--- config.mk ---
export PLATFORM = sky130hd
export DESIGN_NAME = multicycle_control_fsm
export DESIGN_NICKNAME = d
export VERILOG_FILES = /design/src/rtl/multicycle_control_fsm.sv
export SDC_FILE = /design/constraint.sdc
export NUM_CORES = 1
export LEC_CHECK = 0
export CORE_ASPECT_RATIO = 0.6
export CORE_MARGIN = 1.5
export CORE_UTILIZATION = 45
export CTS_BUF_LIST = sky130_fd_sc_hd__clkbuf_8
export DETAILED_ROUTE_END_ITERATION = 7
export PLACE_DENSITY = 0.79
export SYNTH_ARGS = -nofsm -noshare
export SYNTH_HDL_FRONTEND = slang
export SYNTH_SLANG_ARGS = --single-unit
--- constraint.sdc ---
create_clock -name clk -period 4.7 [get_ports clk]
set_input_delay 0.94 -clock clk [delete_from_list [all_inputs] [get_ports clk]]
set_output_delay 0.94 -clock clk [all_outputs]
set_load 0.01 [all_outputs]
--- src/rtl/multicycle_control_fsm.sv ---
// -----------------------------------------------------------------------------
// multicycle_control_fsm
//
// Moore control FSM for a multi-cycle datapath with a shared instruction/data
// memory, IR, MDR, ALUOut and PC. It sequences R-type, ADDI/ANDI/ORI, LW/SW,
// BEQ/BNE/BGT/BGE/BLT/BLE and J/JAL. It waits on the memory ready handshake
// and parks in TRAP on an illegal opcode until reset.
//
// Ports
//   clk            rising-edge clock
//   rst_n          synchronous active-low reset
//   opcode         IR[31:26], sampled only in DECODE
//   mem_ready      memory completes the current read/write this cycle
//   pc_write       unconditional PC load
//   pc_write_cond  PC load if the branch_type condition holds
//   branch_type    0=EQ 1=NE 2=GT 3=GE 4=LT 5=LE
//   pc_source      0=ALU result 1=ALUOut 2=jump target
//   ir_write       IR load
//   iord           memory address select: 0=PC 1=ALUOut
//   mem_read       memory read request
//   mem_write      memory write request
//   mem_to_reg     writeback data: 0=ALUOut 1=MDR 2=PC (link)
//   reg_dst        writeback register: 0=rt 1=rd 2=$31
//   reg_write      register file write
//   alu_src_a      ALU A: 0=PC 1=rs
//   alu_src_b      ALU B: 0=rt 1=4 2=sext imm 3=sext imm<<2
//   ALUOp          0=ADD 1=SUB 2=AND 3=OR F=use funct
//   instr_done     one-cycle pulse in the final state of each instruction
//   illegal_op     high while parked in TRAP
// -----------------------------------------------------------------------------
module multicycle_control_fsm #(
   parameter int OPCODE_W = 6,
   parameter int ALUOP_W  = 4
) (
   input  logic                clk,
   input  logic                rst_n,
   input  logic [OPCODE_W-1:0] opcode,
   input  logic                mem_ready,
   output logic                pc_write,
   output logic                pc_write_cond,
   output logic [2:0]          branch_type,
   output logic [1:0]          pc_source,
   output logic                ir_write,
   output logic                iord,
   output logic                mem_read,
   output logic                mem_write,
   output logic [1:0]          mem_to_reg,
   output logic [1:0]          reg_dst,
   output logic                reg_write,
   output logic                alu_src_a,
   output logic [1:0]          alu_src_b,
   output logic [ALUOP_W-1:0]  ALUOp,
   output logic                instr_done,
   output logic                illegal_op
);

   localparam logic [OPCODE_W-1:0] OP_R    = OPCODE_W'(6'b000000);
   localparam logic [OPCODE_W-1:0] OP_J    = OPCODE_W'(6'b000010);
   localparam logic [OPCODE_W-1:0] OP_JAL  = OPCODE_W'(6'b000011);
   localparam logic [OPCODE_W-1:0] OP_BEQ  = OPCODE_W'(6'b000100);
   localparam logic [OPCODE_W-1:0] OP_BNE  = OPCODE_W'(6'b000101);
   localparam logic [OPCODE_W-1:0] OP_ADDI = OPCODE_W'(6'b001000);
   localparam logic [OPCODE_W-1:0] OP_ANDI = OPCODE_W'(6'b001100);
   localparam logic [OPCODE_W-1:0] OP_ORI  = OPCODE_W'(6'b001101);
   localparam logic [OPCODE_W-1:0] OP_BGT  = OPCODE_W'(6'b001110);
   localparam logic [OPCODE_W-1:0] OP_BGE  = OPCODE_W'(6'b010001);
   localparam logic [OPCODE_W-1:0] OP_BLT  = OPCODE_W'(6'b010010);
   localparam logic [OPCODE_W-1:0] OP_BLE  = OPCODE_W'(6'b010011);
   localparam logic [OPCODE_W-1:0] OP_LW   = OPCODE_W'(6'b100011);
   localparam logic [OPCODE_W-1:0] OP_SW   = OPCODE_W'(6'b101011);

   localparam logic [ALUOP_W-1:0] ALU_ADD   = ALUOP_W'(4'h0);
   localparam logic [ALUOP_W-1:0] ALU_SUB   = ALUOP_W'(4'h1);
   localparam logic [ALUOP_W-1:0] ALU_AND   = ALUOP_W'(4'h2);
   localparam logic [ALUOP_W-1:0] ALU_OR    = ALUOP_W'(4'h3);
   localparam logic [ALUOP_W-1:0] ALU_FUNCT = ALUOP_W'(4'hF);

   typedef enum logic [3:0] {
      S_RST, S_FETCH, S_DECODE, S_EXEC_R, S_EXEC_I, S_ALU_WB, S_MEM_ADDR,
      S_MEM_RD, S_MEM_WB, S_MEM_WR, S_BRANCH, S_JUMP, S_TRAP
   } state_t;

   state_t              r_state;
   state_t              w_next;
   logic [OPCODE_W-1:0] r_op_q;

   // NOTE: sequential state uses non-blocking assignments so every register
   // samples the pre-edge values of its neighbours.
   always_ff @(posedge clk) begin
      if (!rst_n) begin
         r_state <= S_RST;
         r_op_q  <= '0;
      end else begin
         r_state <= w_next;
         if (r_state == S_DECODE) r_op_q <= opcode;
      end
   end

   always_comb begin
      // NOTE: every output and w_next gets a default first, so no path through
      // the case statement can leave a signal unassigned and infer a latch.
      w_next        = S_RST;
      pc_write      = 1'b0;
      pc_write_cond = 1'b0;
      branch_type   = 3'd0;
      pc_source     = 2'd0;
      ir_write      = 1'b0;
      iord          = 1'b0;
      mem_read      = 1'b0;
      mem_write     = 1'b0;
      mem_to_reg    = 2'd0;
      reg_dst       = 2'd0;
      reg_write     = 1'b0;
      alu_src_a     = 1'b0;
      alu_src_b     = 2'd0;
      ALUOp         = ALU_ADD;
      instr_done    = 1'b0;
      illegal_op    = 1'b0;

      case (r_state)
         S_RST: w_next = S_FETCH;

         S_FETCH: begin
            // PC+4 is computed every cycle, but IR and PC only load on the
            // cycle the memory actually delivers the instruction.
            mem_read  = 1'b1;
            alu_src_b = 2'd1;
            ir_write  = mem_ready;
            pc_write  = mem_ready;
            w_next    = mem_ready ? S_DECODE : S_FETCH;
         end

         S_DECODE: begin
            // Branch target (PC + imm<<2) is precomputed into ALUOut here.
            alu_src_b = 2'd3;
            case (opcode)
               OP_R:                             w_next = S_EXEC_R;
               OP_ADDI, OP_ANDI, OP_ORI:         w_next = S_EXEC_I;
               OP_LW, OP_SW:                     w_next = S_MEM_ADDR;
               OP_BEQ, OP_BNE, OP_BGT,
               OP_BGE, OP_BLT, OP_BLE:           w_next = S_BRANCH;
               OP_J, OP_JAL:                     w_next = S_JUMP;
               default:                          w_next = S_TRAP;
            endcase
         end

         S_EXEC_R: begin
            alu_src_a = 1'b1;
            ALUOp     = ALU_FUNCT;
            w_next    = S_ALU_WB;
         end

         S_EXEC_I: begin
            alu_src_a = 1'b1;
            alu_src_b = 2'd2;
            case (r_op_q)
               OP_ANDI: ALUOp = ALU_AND;
               OP_ORI:  ALUOp = ALU_OR;
               default: ALUOp = ALU_ADD;
            endcase
            w_next = S_ALU_WB;
         end

         S_ALU_WB: begin
            reg_write  = 1'b1;
            reg_dst    = (r_op_q == OP_R) ? 2'd1 : 2'd0;
            instr_done = 1'b1;
            w_next     = S_FETCH;
         end

         S_MEM_ADDR: begin
            alu_src_a = 1'b1;
            alu_src_b = 2'd2;
            w_next    = (r_op_q == OP_LW) ? S_MEM_RD : S_MEM_WR;
         end

         S_MEM_RD: begin
            mem_read = 1'b1;
            iord     = 1'b1;
            w_next   = mem_ready ? S_MEM_WB : S_MEM_RD;
         end

         S_MEM_WB: begin
            reg_write  = 1'b1;
            mem_to_reg = 2'd1;
            instr_done = 1'b1;
            w_next     = S_FETCH;
         end

         S_MEM_WR: begin
            // A store retires on the cycle the memory accepts it.
            mem_write  = 1'b1;
            iord       = 1'b1;
            instr_done = mem_ready;
            w_next     = mem_ready ? S_FETCH : S_MEM_WR;
         end

         S_BRANCH: begin
            alu_src_a     = 1'b1;
            ALUOp         = ALU_SUB;
            pc_write_cond = 1'b1;
            pc_source     = 2'd1;
            case (r_op_q)
               OP_BNE:  branch_type = 3'd1;
               OP_BGT:  branch_type = 3'd2;
               OP_BGE:  branch_type = 3'd3;
               OP_BLT:  branch_type = 3'd4;
               OP_BLE:  branch_type = 3'd5;
               default: branch_type = 3'd0;
            endcase
            instr_done = 1'b1;
            w_next     = S_FETCH;
         end

         S_JUMP: begin
            pc_write   = 1'b1;
            pc_source  = 2'd2;
            instr_done = 1'b1;
            // PC already holds PC+4 from FETCH, which is the link value.
            if (r_op_q == OP_JAL) begin
               reg_write  = 1'b1;
               reg_dst    = 2'd2;
               mem_to_reg = 2'd2;
            end
            w_next = S_FETCH;
         end

         S_TRAP: begin
            illegal_op = 1'b1;
            w_next     = S_TRAP;
         end

         default: w_next = S_RST;
      endcase
   end

endmodule

# Word-level counts from Yosys, hierarchy flattened
# Memories as Yosys holds them, arrays and structs flattened.
# Cells that the tools add are included.
[word_totals] input_bits=9 mem_bits_ro=256 out_inout_bits=25 regBits=10 elab_cells=60 memories=1
[memory_table] name="(name not given)" words=64 width=4 read_ports=1 rd_ports_with_merged_regs=0 write_ports=0 line_no="136" text="case (opcode)"
[classes] eq_ne=21 n_reduce_logical=10 mux=26
[ops] operator="4-bit one-hot mux with 8 select lines" count=1
[ops] operator="4-bit == test, second input constant" count=5
[ops] operator="6-bit by 4-bit == test with 1-bit output, second input constant" count=3
[ops] operator="6-bit by 5-bit == test with 1-bit output, second input constant" count=3
[ops] operator="4-bit by 3-bit == test with 1-bit output, second input constant" count=4
[ops] operator="2-bit one-hot mux with 2 select lines" count=4
[ops] operator="3-bit one-hot mux with 5 select lines" count=1
[ops] operator="4-bit 2-to-1 mux" count=3
[ops] operator="4-bit one-hot mux with 3 select lines" count=1
[ops] operator="2-bit OR reduction" count=5
[ops] operator="1-bit 2-to-1 mux" count=9
[ops] operator="4-bit by 2-bit == test with 1-bit output, second input constant" count=2
[ops] operator="4-bit OR reduction" count=2
[ops] operator="6-bit by 2-bit == test with 1-bit output, second input constant" count=1
[ops] operator="6-bit by 3-bit == test with 1-bit output, second input constant" count=1
[ops] operator="6-bit == test, second input constant" count=1
[ops] operator="6-bit logical NOT" count=1
[ops] operator="1-bit one-hot mux with 2 select lines" count=3
[ops] operator="2-bit one-hot mux with 3 select lines" count=1
[ops] operator="5-bit OR reduction" count=1
[ops] operator="4-bit by 1-bit == test with 1-bit output, second input constant" count=1
[ops] operator="4-bit logical NOT" count=1
[ops] operator="2-bit 2-to-1 mux" count=2
[ops] operator="3-bit 2-to-1 mux" count=1

# Longest topological paths before layout
# Gate-level depths: netlist (run 1).
[depth] ltp_word=3 depth_mapped=6

# Worst setup path after synthesis (run 1)
# No wires, ideal clock.
[synth_path] path_type="register -> output" startpoint="reg r_state[3]" endpoint="out reg_dst[0]" stages_incl_launch_ff=5 required_time_ns=3.760 n_path_buf=1 arrival_ns=1.461 path_slack_ns=2.299 path_cell_list="dfxtp_1 > buf_2 > nand2b_4 > or4_4 > nor4b_1"
[synth_via] elab_chain_len=2 word_cells_on_any_way=3
[synth_rtl] item="from (decl)" line_no="83" text="state_t r_state;"
[synth_rtl] item="from (signal assigned)" line_no="94" text="r_state <= w_next;"
[synth_rtl] item="4-bit == test or 4-bit by 3-bit == test with 1-bit output (tied branches)" line_no="120" text="case (r_state)"
[synth_rtl] item="2-bit one-hot mux with 2 select lines *" line_no="120"
[synth_rtl] item="to (decl)" line_no="48" text="output logic [1:0] reg_dst,"
# Mark *: on every way between the ends. The rest lies on a longest branch, timed or not.

# Worst setup path in the final report (run 1)
[layout_path] startpoint="reg r_state[1]" endpoint="out branch_type[0]"
[layout_via] elab_chain_len=2
[layout_rtl] item="4-bit == test" line_no="120"
[layout_rtl] item="3-bit 2-to-1 mux" line_no="120"
[layout_rtl] item="to (decl)" line_no="41" text="output logic [2:0] branch_type,"
# No other way between the ends.

==> summary.json, run 1 <==
{
  "outcome": {"value": "finished clean"},
  "n_antenna_cell": {"value": 0},
  "route.final.wire_length": {"value": 2679, "unit": "µm"},
  "drcViolationCount": {"value": 0},
  "timing.fmax": {"value": 277.9, "unit": "MHz"},
  "layout.filler_cells": {"value": 194},
  "die-area": {"value": 2552, "unit": "µm²"},
  "timing.final.ws_setup": {"value": 1102, "unit": "ps"},
  "critical_path.endpoint": {"value": "branch_type[0]"},
  "power.ir.vdd_worst": {"value": 0.0001449, "unit": "V"},
  "io_buffer_count": {"value": 33},
  "hold-worst-slack": {"value": 500.8, "unit": "ps"},
  "critical_path_arrival": {"value": 2660, "unit": "ps"},
  "grt_pass1_wl": {"value": 4167, "unit": "µm"},
  "clock_latency": {"value": 230, "unit": "ps"},
  "ff2ff_path_depth": {"value": 4},
  "worstReg2RegStart": {"value": "r_state[1]"},
  "post-synth-top-area-cell": {"value": "sky130_fd_sc_hd__dfxtp_1"},
  "sequentialPowerShare": {"value": 36.6, "unit": "%"},
  "fp.dieH": {"value": 39.74, "unit": "µm"},
  "comb_power_share": {"value": 26.5, "unit": "%"},
  "netSwitchingFraction": {"value": 28.57, "unit": "%"},
  "timing.rr.end": {"value": "r_state[0]"},
  "crit_path_start_kind": {"value": "flop"},
  "synthesis.yosys.warnings": {"value": 0},
  "synth_compound_gate_area_share": {"value": 25.71, "unit": "%"},
  "cts_tree": {"value": "built"},
  "synth-xor-area-share": {"value": 0.8653, "unit": "%"},
  "clkPwrFrac": {"value": 36.9, "unit": "%"},
  "number_of_clock_sinks_seen_by_cts": {"value": 10},
  "slew_headroom": {"value": 50.67, "unit": "%"},
  "hold_class": {"value": "reg -> reg"},
  "syn-num-nets": {"value": 155},
  "skew": {"value": 0.9103, "unit": "ps"},
  "timing.final.max_slew_violations": {"value": 0},
  "combinational_family_with_the_most_area_after_synthesis": {"value": "simple AND/OR/NAND/NOR gates"},
  "ctsLongestPathBuffers": {"value": 2},
  "power_density": {"value": 204.0, "unit": "nW/µm²"},
  "ant_nets": {"value": 0},
  "cts-resized-gates": {"value": 0},
  "crit_path_required_time": {"value": 3760, "unit": "ps"},
  "max_cap_viol_count": {"value": 0},
  "regArea": {"value": 200.2, "unit": "µm²"},
  "detail_route.iter0.violations": {"value": 102},
  "h_tree_depth": {"value": 1},
  "worst-setup-path-type": {"value": "reg -> out"},
  "rsz0062_at_grt": {"value": "no"},
  "layout_cell_share_with_drive_strength_beyond_1": {"value": 4.598, "unit": "%"},
  "vias": {"value": 1120},
  "avgSynthCellArea": {"value": 6.933, "unit": "µm²"},
  "design.portCount": {"value": 34},
  "finalCriticalPeriod": {"value": 3598, "unit": "ps"},
  "dp_hpwl": {"value": 1985, "unit": "µm"},
  "post_synth_most_frequent_cells": {"value": "sky130_fd_sc_hd__nand2_1, sky130_fd_sc_hd__nor2_1, sky130_fd_sc_hd__dfxtp_1, sky130_fd_sc_hd__a21oi_1, sky130_fd_sc_hd__o21ai_0"},
  "final_nets": {"value": 184},
  "synth-adder-area-share": {"value": 0, "unit": "%"},
  "cts.reportedPaths.clkPinSlew": {"value": 50, "unit": "ps"},
  "cp-end-kind": {"value": "output pin"},
  "floorplan.core_area": {"value": 2147, "unit": "µm²"},
  "clk_root_buffer_cell": {"value": "sky130_fd_sc_hd__clkbuf_8"},
  "number_of_flops_mapped_to_enable_cells_by_yosys": {"value": 0},
  "yosys-top-cells-area": {"value": "sky130_fd_sc_hd__dfxtp_1, sky130_fd_sc_hd__nand2_1, sky130_fd_sc_hd__nor2_1"},
  "fin_total_pwr": {"value": 283.6, "unit": "µW"},
  "library_cells_used_by_synthesis": {"value": 49},
  "synth-seq-area-share": {"value": 19.78, "unit": "%"},
  "internal_power": {"value": 202.6, "unit": "µW"},
  "worstMarginPinSlew": {"value": 739.0, "unit": "ps"},
  "setup_viol": {"value": 0},
  "cp_max_fo": {"value": 22},
  "grt_pass1_vias": {"value": 903},
  "gp_weighted_congestion": {"value": 0.8238},
  "all_layer_global_routing_usage": {"value": 21.72, "unit": "%"},
  "wl_per_cell": {"value": 13.13, "unit": "µm"},
  "fp.dieW": {"value": 64.23, "unit": "µm"},
  "floorplan.initialDensity": {"value": 47.14, "unit": "%"},
  "synth_area": {"value": 1012, "unit": "µm²"},
  "cts_setup_buffers": {"value": 0},
  "placement.setup.worst_slack": {"value": 1396, "unit": "ps"},
  "synth.area.mux_share": {"value": 0.9889, "unit": "%"},
  "synth_cells": {"value": 146},
  "numCtsBuffers": {"value": 3},
  "p_switching": {"value": 81.04, "unit": "µW"},
  "yosysMostFrequentCell": {"value": "sky130_fd_sc_hd__nand2_1"},
  "via_density_per_instance": {"value": 5.490},
  "yosys.area_share.simple": {"value": 46.35, "unit": "%"},
  "leakagePower": {"value": 0.4821, "unit": "nW"},
  "ff2ff_setup_slack": {"value": 2690, "unit": "ps"},
  "synth_top_flop_cell": {"value": "sky130_fd_sc_hd__dfxtp_1"},
  "yosys_register_bits": {"value": 10},
  "antenna_found_initial": {"value": 0},
  "row_count": {"value": 13},
  "area_growth_syn_to_layout": {"value": 37.33, "unit": "%"},
  "drt_first_pass_iters": {"value": 4},
  "finalHoldViolCount": {"value": 0},
  "grt_max_degree": {"value": 23},
  "critical_path.startpoint": {"value": "r_state[1]"},
  "fin_crit_sh": {"value": 76.56, "unit": "%"},
  "globalRoute.totalOverflow": {"value": 0},
  "post-synth-top-area-fraction": {"value": 19.78, "unit": "%"},
  "multiInputGateArea": {"value": 748.2, "unit": "µm²"},
  "synthArstFlopShare": {"value": 0, "unit": "%"},
  "timing.setup.tns": {"value": 0, "unit": "ps"},
  "hold_buffers": {"value": 0}
}
==> registers in the layout, summed over array words and instances (netlist names) <==
register	cells
r_op_q	6
r_state	4
==> cell type report <==
| class | count | share of cell area (%) |
|---|---|---|
| Sequential cell | 10 | 14.40 |
| Inverter | 5 | 1.350 |
| Multi-Input combinational cell | 122 | 53.83 |
| Tap cell | 30 | 2.700 |
| Timing Repair Buffer | 33 | 23.76 |
| Clock buffer | 4 | 3.960 |
==> power groups by stage <==
stage	combinational (mW)	clock (mW)	sequential [mW]
after floorplan	0.0509	0	0.0939
after global placement	0.0727	0	0.105
after detailed placement	0.0745	0	0.105
after CTS	0.0748	0.107	0.103
after global routing	0.0823	0.113	0.105
final	0.0751	0.105	0.104
==> routing by layer <==
| metal | share of wire, % | global-route usage (%) | up-vias |
|---|---|---|---|
| li1 | - | - | 580 |
| met1 | 52 | 29.19 | 505 |
| met2 | 43 | 35.16 | 33 |
| met3 | 4.5 | 4.310 | 2 |
| met4 | 0.52 | 7.447 | 0 |
| met5 | 0 | 0 | - |
==> worst min-delay path by stage <==
stage / from / depth (start not counted) / endpoint
after floorplan: r_op_q[5] / 2 / r_op_q[5]
after global placement: r_op_q[5] / 2 / r_op_q[5]
after detailed placement: r_op_q[5] / 2 / r_op_q[5]
after CTS: r_op_q[5] / 2 / r_op_q[5]
after global routing: r_op_q[1] / 2 / r_op_q[1]
final: r_op_q[5] / 2 / r_op_q[5]
==> through the flow <==
stage	util (%)	instance area (µm²)	std cells
floorplan	-	1012	146
global placement	62.18	1335	200
detailed placement	62.18	1335	200
CTS	64.74	1390	204
global route	64.74	1390	204
finish	64.74	1390	204
==> logic make-up (layout without fill, tap and decap cells) <==
group	Yosys count	count (layout)
flip-flops	10	10
AO/OA/AOI/OAI	39	39
buffers and inverters	14	42
AND/OR/NAND/NOR	81	81
XOR/XNOR	1	1
multiplexers	1	1
==> cells in the final DEF (no fill, tap or decap), types with 3 or more instances in the layout <==
cell                               n
sky130_fd_sc_hd__clkdlybuf4s50_1  33
sky130_fd_sc_hd__nand2_1          23
sky130_fd_sc_hd__nor2_1           14
sky130_fd_sc_hd__dfxtp_1          10
sky130_fd_sc_hd__a21oi_1           7
sky130_fd_sc_hd__o21ai_0           7
sky130_fd_sc_hd__nor3_1            6
sky130_fd_sc_hd__a21boi_1          6
sky130_fd_sc_hd__nand2b_1          5
sky130_fd_sc_hd__inv_1             5
sky130_fd_sc_hd__nor2b_1           4
sky130_fd_sc_hd__clkbuf_8          4
sky130_fd_sc_hd__o21ai_1           3
sky130_fd_sc_hd__nor4b_1           3
sky130_fd_sc_hd__or2_1             3
sky130_fd_sc_hd__nor3b_1           3
==> worst max-delay path, stage by stage, from the launching register on <==
cell and delay (ps):
sky130_fd_sc_hd__dfxtp_1 790, sky130_fd_sc_hd__nand2b_1 310, sky130_fd_sc_hd__or3_1 460, sky130_fd_sc_hd__nor4b_1 270
sky130_fd_sc_hd__clkdlybuf4s50_1 590
No activity file was read; power rests on OpenSTA's default activity.
==> inputs of run 2 (changes only) <==
- CORE_UTILIZATION: 45 -> 42
- PLACE_DENSITY: 0.79 -> 0.78
- clock period: 4.7 -> 3.15 ns (I/O delays scaled with it)
==> summary.json, run 2 (synthesis results as in run 1) <==
{
  "outcome": {"value": "finished clean"},
  "drcViolationCount": {"value": 0, "change": "unchanged"},
  "grt_pass1_vias": {"value": 917, "change": "+1.6%"},
  "cts_setup_buffers": {"value": 0, "change": "unchanged"},
  "grt_pass1_wl": {"value": 4257, "unit": "µm", "change": "+2.2%"},
  "gp_weighted_congestion": {"value": 0.8211, "change": "-0.33%"},
  "timing.final.max_slew_violations": {"value": 0, "change": "unchanged"},
  "final_nets": {"value": 187, "change": "+1.6%"},
  "cts_tree": {"value": "built"},
  "timing.hold.worst_path_depth": {"value": 2, "change": "unchanged"},
  "io_buffer_count": {"value": 33, "change": "unchanged"},
  "worstReg2RegStart": {"value": "r_state[2]"},
  "crit_path_required_time": {"value": 2520, "unit": "ps", "change": "-1240 ps"},
  "critical_path.startpoint": {"value": "r_state[3]"},
  "layout_cell_share_with_drive_strength_beyond_1": {"value": 6.780, "unit": "%", "change": "+2.2 points"},
  "crit_path_start_kind": {"value": "flop"},
  "worstMarginPinSlew": {"value": 451.8, "unit": "ps", "change": "-287.1 ps"},
  "ff2ff_setup_slack": {"value": 1700, "unit": "ps", "change": "-990 ps"},
  "number_of_clock_sinks_seen_by_cts": {"value": 10, "change": "unchanged"},
  "timing.final.ws_setup": {"value": 259.4, "unit": "ps", "change": "-842.4 ps"},
  "worst-setup-path-type": {"value": "reg -> out"},
  "via_density_per_instance": {"value": 5.638, "change": "+2.7%"},
  "cts.reportedPaths.clkPinSlew": {"value": 50, "unit": "ps", "change": "about the same"},
  "mostFrequentLayoutCell": {"value": "sky130_fd_sc_hd__clkdlybuf4s50_1"},
  "route.final.wire_length": {"value": 2866, "unit": "µm", "change": "+7.0%"},
  "timing.setup.tns": {"value": 0, "unit": "ps", "change": "unchanged"},
  "n_antenna_cell": {"value": 0, "change": "unchanged"},
  "layout.cells.most_common_list": {"value": "sky130_fd_sc_hd__clkdlybuf4s50_1, sky130_fd_sc_hd__nand2_1, sky130_fd_sc_hd__nor2_1"},
  "ant_nets": {"value": 0, "change": "unchanged"},
  "dp_hpwl": {"value": 2160, "unit": "µm", "change": "+8.8%"},
  "timing.rr.end": {"value": "r_state[0]"},
  "cp-end-kind": {"value": "output pin"},
  "detail_route.iter0.violations": {"value": 65, "change": "-36%"},
  "rsz0062_at_grt": {"value": "no"},
  "leakagePower": {"value": 0.4982, "unit": "nW", "change": "+3.3%"},
  "slew_headroom": {"value": 69.71, "unit": "%", "change": "+19 points"},
  "finalCriticalPeriod": {"value": 2891, "unit": "ps"},
  "row_count": {"value": 13, "change": "unchanged"},
  "critical_path_arrival": {"value": 2260, "unit": "ps", "change": "-400 ps"},
  "ctsLongestPathBuffers": {"value": 2, "change": "unchanged"},
  "clock_latency": {"value": 230, "unit": "ps", "change": "about the same"},
  "placed_area": {"value": 1358, "unit": "µm²", "change": "+1.7%"},
  "worstHoldStart": {"value": "r_op_q[1]"},
  "floorplan.initialDensity": {"value": 45.42, "unit": "%", "change": "-1.7 points"},
  "drt_first_pass_iters": {"value": 4, "change": "unchanged"},
  "power_density": {"value": 306.9, "unit": "nW/µm²", "change": "+50%"},
  "finalHoldViolCount": {"value": 0, "change": "unchanged"},
  "floorplan.core_area": {"value": 2228, "unit": "µm²", "change": "+3.8%"},
  "power.ir.vdd_worst": {"value": 0.0002389, "unit": "V", "change": "+65%"},
  "final_non_filler_cells": {"value": 207, "change": "+1.5%"},
  "worst_hold_path.endpoint": {"value": "r_op_q[1]"},
  "placement.setup.worst_slack": {"value": 344.4, "unit": "ps", "change": "-1051 ps"},
  "post-route-util": {"value": 63.45, "unit": "%", "change": "-1.3 points"},
  "multiInputGateArea": {"value": 748.2, "unit": "µm²", "change": "unchanged"},
  "design.portCount": {"value": 34, "change": "unchanged"},
  "die-area": {"value": 2723, "unit": "µm²", "change": "+6.7%"},
  "hold_buffers": {"value": 0, "change": "unchanged"},
  "placedCellCount": {"value": 203, "change": "+1.5%"},
  "all_layer_global_routing_usage": {"value": 21.01, "unit": "%", "change": "-0.71 points"},
  "timing.fmax": {"value": 346.0, "unit": "MHz"},
  "numCtsBuffers": {"value": 3, "change": "unchanged"},
  "largest_register": {"value": "r_op_q"},
  "layout.filler_cells": {"value": 195, "change": "+0.52%"},
  "vias": {"value": 1167, "change": "+4.2%"},
  "hold_class": {"value": "reg -> reg"},
  "wl_per_cell": {"value": 13.85, "unit": "µm", "change": "+5.4%"},
  "stdcell_area": {"value": 1414, "unit": "µm²", "change": "+1.7%"},
  "skew": {"value": 2.792, "unit": "ps", "change": "+1.882 ps"},
  "fp.dieW": {"value": 66.38, "unit": "µm", "change": "+3.3%"},
  "antenna_found_initial": {"value": 0, "change": "unchanged"},
  "h_tree_depth": {"value": 1, "change": "unchanged"},
  "flip_flop_count_of_the_largest_register_after_layout": {"value": 6, "change": "unchanged"},
  "fp.dieH": {"value": 41.03, "unit": "µm", "change": "+3.2%"},
  "max_cap_viol_count": {"value": 0, "change": "unchanged"},
  "ff2ff_path_depth": {"value": 4, "change": "unchanged"},
  "globalRoute.totalOverflow": {"value": 0, "change": "unchanged"},
  "clk_root_buffer_cell": {"value": "sky130_fd_sc_hd__clkbuf_8"},
  "fin_crit_sh": {"value": 91.76, "unit": "%"},
  "area_growth_syn_to_layout": {"value": 39.68, "unit": "%"},
  "grt_max_degree": {"value": 22, "change": "-4.3%"},
  "setup_viol": {"value": 0, "change": "unchanged"},
  "top_regs": {"value": "r_op_q (6), r_state (4)"},
  "cp_max_fo": {"value": 19, "change": "-14%"},
  "regArea": {"value": 201.4, "unit": "µm²", "change": "+0.62%"}
}
[run 2: cell types whose count changed in the layout (fill, tap and decap cells not counted)]
cell and delta:
sky130_fd_sc_hd__buf_4 +3, sky130_fd_sc_hd__dfxtp_2 +1, sky130_fd_sc_hd__dfxtp_1 -1
[run 2: what timing repair did]
item	in CTS	in global routing
endpoints found under the setup margin	0	1
gates resized for setup	0	1
endpoints found under the hold margin	0	0
[run 2: worst max-delay path, cell delays in order, from the launching register on]
cell                              delay, ps
sky130_fd_sc_hd__dfxtp_2                530
sky130_fd_sc_hd__nand2b_1               190
sky130_fd_sc_hd__or3_1                  390
sky130_fd_sc_hd__nor4b_1                310
sky130_fd_sc_hd__clkdlybuf4s50_1        600
[run 2: layout make-up]
cell class | count | share of cell area [%]
clock buffer | 4 | 3.894
inverter | 5 | 1.327
multi-input combinational | 122 | 52.92
sequential | 10 | 14.25
tap | 30 | 2.655
timing repair buffer | 36 | 24.96
[run 2: routing by layer]
metal,vias up,routed length [µm],global-route usage (%)
li1,586,-,-
met1,542,1449,29.27
met2,39,1240,35.75
met3,0,175,3.297
met4,0,0,3.061
met5,-,0,0
[run 2: worst max-delay path by stage]
stage | end | slack [ps] | cells past startpoint
global route | ALUOp[0] | 210 | 5
CTS | branch_type[0] | 80 | 4
detailed placement | branch_type[0] | 340 | 4
floorplan | reg_dst[0] | 1060 | 4
finish | branch_type[0] | 260 | 4
global placement | branch_type[0] | 470 | 4
[run 2: report_power, final]
| part | switching (mW) | total, mW | leakage [nW] | internal, mW |
|---|---|---|---|---|
| clock | 0.0506 | 0.160 | 0.0288 | 0.110 |
| combinational | 0.0679 | 0.132 | 0.388 | 0.0638 |
| sequential | 0.00904 | 0.142 | 0.0818 | 0.133 |
| total | 0.128 | 0.434 | 0.498 | 0.306 |
[run 2: stage by stage]
step	total power [mW]	hold slack, ps
floorplan	0.2160	465.5
CTS	0.4349	503.7
finish	0.4339	504.3
global placement	0.2697	483.3
detailed placement	0.2739	496.6
global route	0.4549	542.2
==> inputs of run 3 (changes only) <==
- ABC_AREA: not set -> 1
- CORE_ASPECT_RATIO: 0.6 -> not set
- CORE_MARGIN: 1.5 -> not set
- CORE_UTILIZATION: 42 -> 40
- SETUP_SLACK_MARGIN: not set -> 0.05
==> summary.json, run 3 <==
{
  "cp-end-kind": {"value": "output pin"},
  "leakagePower": {"value": 0.5452, "unit": "nW", "change": "+9.4%"},
  "fin_total_pwr": {"value": 526.5, "unit": "µW", "change": "+21%"},
  "clkPwrFrac": {"value": 24.5, "unit": "%", "change": "-13 points"},
  "power_density": {"value": 428.1, "unit": "nW/µm²", "change": "+40%"},
  "fp.dieH": {"value": 48.16, "unit": "µm", "change": "+17%"},
  "outcome": {"value": "finished clean"},
  "avgSynthCellArea": {"value": 5.393, "unit": "µm²", "change": "-22%"},
  "all_layer_global_routing_usage": {"value": 21.04, "unit": "%", "change": "+0.030 points"},
  "cts_setup_buffers": {"value": 0, "change": "unchanged"},
  "sequentialPowerShare": {"value": 31.3, "unit": "%", "change": "-1.4 points"},
  "setup_viol": {"value": 0, "change": "unchanged"},
  "antenna_found_initial": {"value": 0, "change": "unchanged"},
  "yosysMostFrequentCell": {"value": "sky130_fd_sc_hd__nand2_1"},
  "ant_nets": {"value": 0, "change": "unchanged"},
  "slew_headroom": {"value": 70.87, "unit": "%", "change": "+1.2 points"},
  "worst-setup-path-type": {"value": "in -> out"},
  "max_cap_viol_count": {"value": 0, "change": "unchanged"},
  "layout_cell_share_with_drive_strength_beyond_1": {"value": 2.105, "unit": "%", "change": "-4.7 points"},
  "clock_latency": {"value": 240, "unit": "ps", "change": "about the same"},
  "row_count": {"value": 16, "change": "+3"},
  "post_synth_most_frequent_cells": {"value": "sky130_fd_sc_hd__nand2_1, sky130_fd_sc_hd__inv_1, sky130_fd_sc_hd__nor2_1, sky130_fd_sc_hd__a21oi_1, sky130_fd_sc_hd__nand3_1"},
  "clk_root_buffer_cell": {"value": "sky130_fd_sc_hd__clkbuf_8"},
  "drt_first_pass_iters": {"value": 4, "change": "unchanged"},
  "drcViolationCount": {"value": 0, "change": "unchanged"},
  "placedCellCount": {"value": 214, "change": "+5.4%"},
  "globalRoute.totalOverflow": {"value": 0, "change": "unchanged"},
  "finalHoldViolCount": {"value": 0, "change": "unchanged"},
  "grt_pass1_wl": {"value": 3346, "unit": "µm", "change": "-21%"},
  "critical_path_arrival": {"value": 1940, "unit": "ps", "change": "-320 ps"},
  "n_antenna_cell": {"value": 0, "change": "unchanged"},
  "cts.reportedPaths.clkPinSlew": {"value": 40, "unit": "ps", "change": "about the same"},
  "timing.final.max_slew_violations": {"value": 0, "change": "unchanged"},
  "cts-resized-gates": {"value": 0, "change": "unchanged"},
  "library_cells_used_by_synthesis": {"value": 18, "change": "-63%"},
  "numCtsBuffers": {"value": 3, "change": "unchanged"},
  "post-synth-top-area-fraction": {"value": 23.49, "unit": "%", "change": "+3.7 points"},
  "vias": {"value": 1071, "change": "-8.2%"},
  "floorplan.core_area": {"value": 1982, "unit": "µm²", "change": "-11%"},
  "ctsLongestPathBuffers": {"value": 2, "change": "unchanged"},
  "dp_hpwl": {"value": 1811, "unit": "µm", "change": "-16%"},
  "largest_register": {"value": "r_op_q"},
  "synth_area": {"value": 852.1, "unit": "µm²", "change": "-16%"},
  "via_density_per_instance": {"value": 4.935, "change": "-12%"},
  "synth-seq-area-share": {"value": 23.49, "unit": "%", "change": "+3.7 points"},
  "layout.cells.most_common_list": {"value": "sky130_fd_sc_hd__nand2_1, sky130_fd_sc_hd__clkdlybuf4s50_1, sky130_fd_sc_hd__inv_1"},
  "top_regs": {"value": "r_op_q (6), r_state (4)"},
  "comb_power_share": {"value": 44.2, "unit": "%", "change": "+14 points"},
  "finalCriticalPeriod": {"value": 2574, "unit": "ps", "change": "-316.2 ps"},
  "synthArstFlopShare": {"value": 0, "unit": "%", "change": "unchanged"},
  "timing.setup.tns": {"value": 0, "unit": "ps", "change": "unchanged"},
  "hold-worst-slack": {"value": 483.2, "unit": "ps", "change": "-21.05 ps"},
  "crit_path_start_kind": {"value": "input port"},
  "design.portCount": {"value": 34, "change": "unchanged"},
  "yosys-top-cells-area": {"value": "sky130_fd_sc_hd__dfxtp_1, sky130_fd_sc_hd__nand2_1, sky130_fd_sc_hd__inv_1"},
  "cp_max_fo": {"value": 4, "change": "-15"},
  "ff2ff_setup_slack": {"value": 1640, "unit": "ps", "change": "-60 ps"},
  "post-synth-top-area-cell": {"value": "sky130_fd_sc_hd__dfxtp_1"},
  "p_switching": {"value": 193.8, "unit": "µW", "change": "+52%"},
  "hold_class": {"value": "reg -> reg"},
  "io_buffer_count": {"value": 33, "change": "unchanged"},
  "power.ir.vdd_worst": {"value": 0.0002794, "unit": "V", "change": "+17%"},
  "fin_crit_sh": {"value": 81.73, "unit": "%", "change": "-10 points"},
  "number_of_flops_mapped_to_enable_cells_by_yosys": {"value": 0, "change": "unchanged"},
  "skew": {"value": 1.158, "unit": "ps", "change": "-1.634 ps"},
  "fp.dieW": {"value": 48.16, "unit": "µm", "change": "-27%"},
  "number_of_clock_sinks_seen_by_cts": {"value": 10, "change": "unchanged"},
  "area_growth_syn_to_layout": {"value": 44.35, "unit": "%"},
  "route.final.wire_length": {"value": 2170, "unit": "µm", "change": "-24%"},
  "internal_power": {"value": 332.8, "unit": "µW", "change": "+8.6%"},
  "floorplan.initialDensity": {"value": 42.99, "unit": "%", "change": "-2.4 points"},
  "final_non_filler_cells": {"value": 217, "change": "+4.8%"},
  "yosys_register_bits": {"value": 10, "change": "unchanged"},
  "detail_route.iter0.violations": {"value": 26, "change": "-60%"},
  "h_tree_depth": {"value": 1, "change": "unchanged"},
  "grt_max_degree": {"value": 16, "change": "-27%"},
  "syn-num-nets": {"value": 167, "change": "+7.7%"},
  "mostFrequentLayoutCell": {"value": "sky130_fd_sc_hd__nand2_1"},
  "final_nets": {"value": 201, "change": "+7.5%"},
  "rsz0062_at_grt": {"value": "no"},
  "cts_tree": {"value": "built"},
  "synthesis.yosys.warnings": {"value": 0, "change": "unchanged"},
  "crit_path_required_time": {"value": 2520, "unit": "ps", "change": "about the same"},
  "synth_cells": {"value": 158, "change": "+8.2%"},
  "timing.fmax": {"value": 388.4, "unit": "MHz", "change": "+12%"},
  "hold_buffers": {"value": 0, "change": "unchanged"},
  "flip_flop_count_of_the_largest_register_after_layout": {"value": 6, "change": "unchanged"},
  "gp_weighted_congestion": {"value": 0.9316, "change": "+13%"},
  "worstMarginPinSlew": {"value": 435.8, "unit": "ps", "change": "-16.01 ps"},
  "grt_pass1_vias": {"value": 844, "change": "-8.0%"},
  "wl_per_cell": {"value": 10.00, "unit": "µm", "change": "-28%"},
  "netSwitchingFraction": {"value": 36.80, "unit": "%", "change": "+7.4 points"},
  "die-area": {"value": 2319, "unit": "µm²", "change": "-15%"},
  "synth_top_flop_cell": {"value": "sky130_fd_sc_hd__dfxtp_1"}
}
run 3: cell count changes after synthesis, sizes merged, moves of 4 or more:
| cell | before | now |
|---|---|---|
| nand2b | 6 | 1 |
| nor2b | 4 | 0 |
| nand2 | 23 | 34 |
| nand3 | 1 | 13 |
| inv | 5 | 30 |
| nor2 | 14 | 28 |
| a21boi | 8 | 0 |
| a21oi | 7 | 13 |
run 3: kinds of logic (layout without fill, tap and decap cells):
logic type,count (synthesis),in the layout,synth area share [%]
AND/OR/NAND/NOR,87,87,43.17
flip-flops,10,10,23.49
AO/OA/AOI/OAI,27,27,16.89
buffers and inverters,34,66,16.45
run 3: worst max-delay path, stage by stage:
cell and delay [ps]:
sky130_fd_sc_hd__clkdlybuf4s50_1 500, sky130_fd_sc_hd__inv_1 90, sky130_fd_sc_hd__o21ai_0 170, sky130_fd_sc_hd__clkdlybuf4s50_1 560
run 3: cell type report:
type / count / area (µm²)
fill: 201 / 752.0
multi-input combinational: 114 / 511.7
timing repair buffer: 33 / 330.3
sequential: 10 / 200.2
inverter: 30 / 112.6
clock buffer: 3 / 41.29
tap: 27 / 33.78
run 3: worst paths after layout:
check                    end       start  cells after the start
setup reg to reg  r_state[2]  r_state[0]                      7
hold reg to reg    r_op_q[5]   r_op_q[5]                      2
setup / recovery  instr_done   mem_ready                      4
hold / removal     r_op_q[5]   r_op_q[5]                      2
run 3: power groups by stage:
| stage | Combinational, mW | Sequential [mW] | Clock, mW |
|---|---|---|---|
| floorplan | 0.150 | 0.155 | 0 |
| global placement | 0.229 | 0.165 | 0 |
| detailed placement | 0.233 | 0.167 | 0 |
| CTS | 0.234 | 0.165 | 0.133 |
| global route | 0.265 | 0.168 | 0.138 |
| finish | 0.233 | 0.165 | 0.129 |
run 3: through the flow:
| stage | worst slack (ps) | instance area, µm² | util (%) |
|---|---|---|---|
| 2_1_floorplan | 1290 | 852.1 | - |
| 3_3_place_gp | 619.7 | 1189 | 59.97 |
| 3_5_place_dp | 594.7 | 1189 | 59.97 |
| 4_1_cts | 586.0 | 1230 | 62.06 |
| 5_1_grt | 440.5 | 1230 | 62.06 |
| 6_report | 575.6 | 1230 | 62.06 |
run 3: routing by layer:
layer | share of wire, % | track usage [%] | vias up
met3 | 3.2 | 1.111 | 6
li1 | - | - | 564
met2 | 50 | 37.87 | 39
met5 | 0 | 0 | -
met1 | 45 | 23.30 | 462
met4 | 2.2 | 15.00 | 0
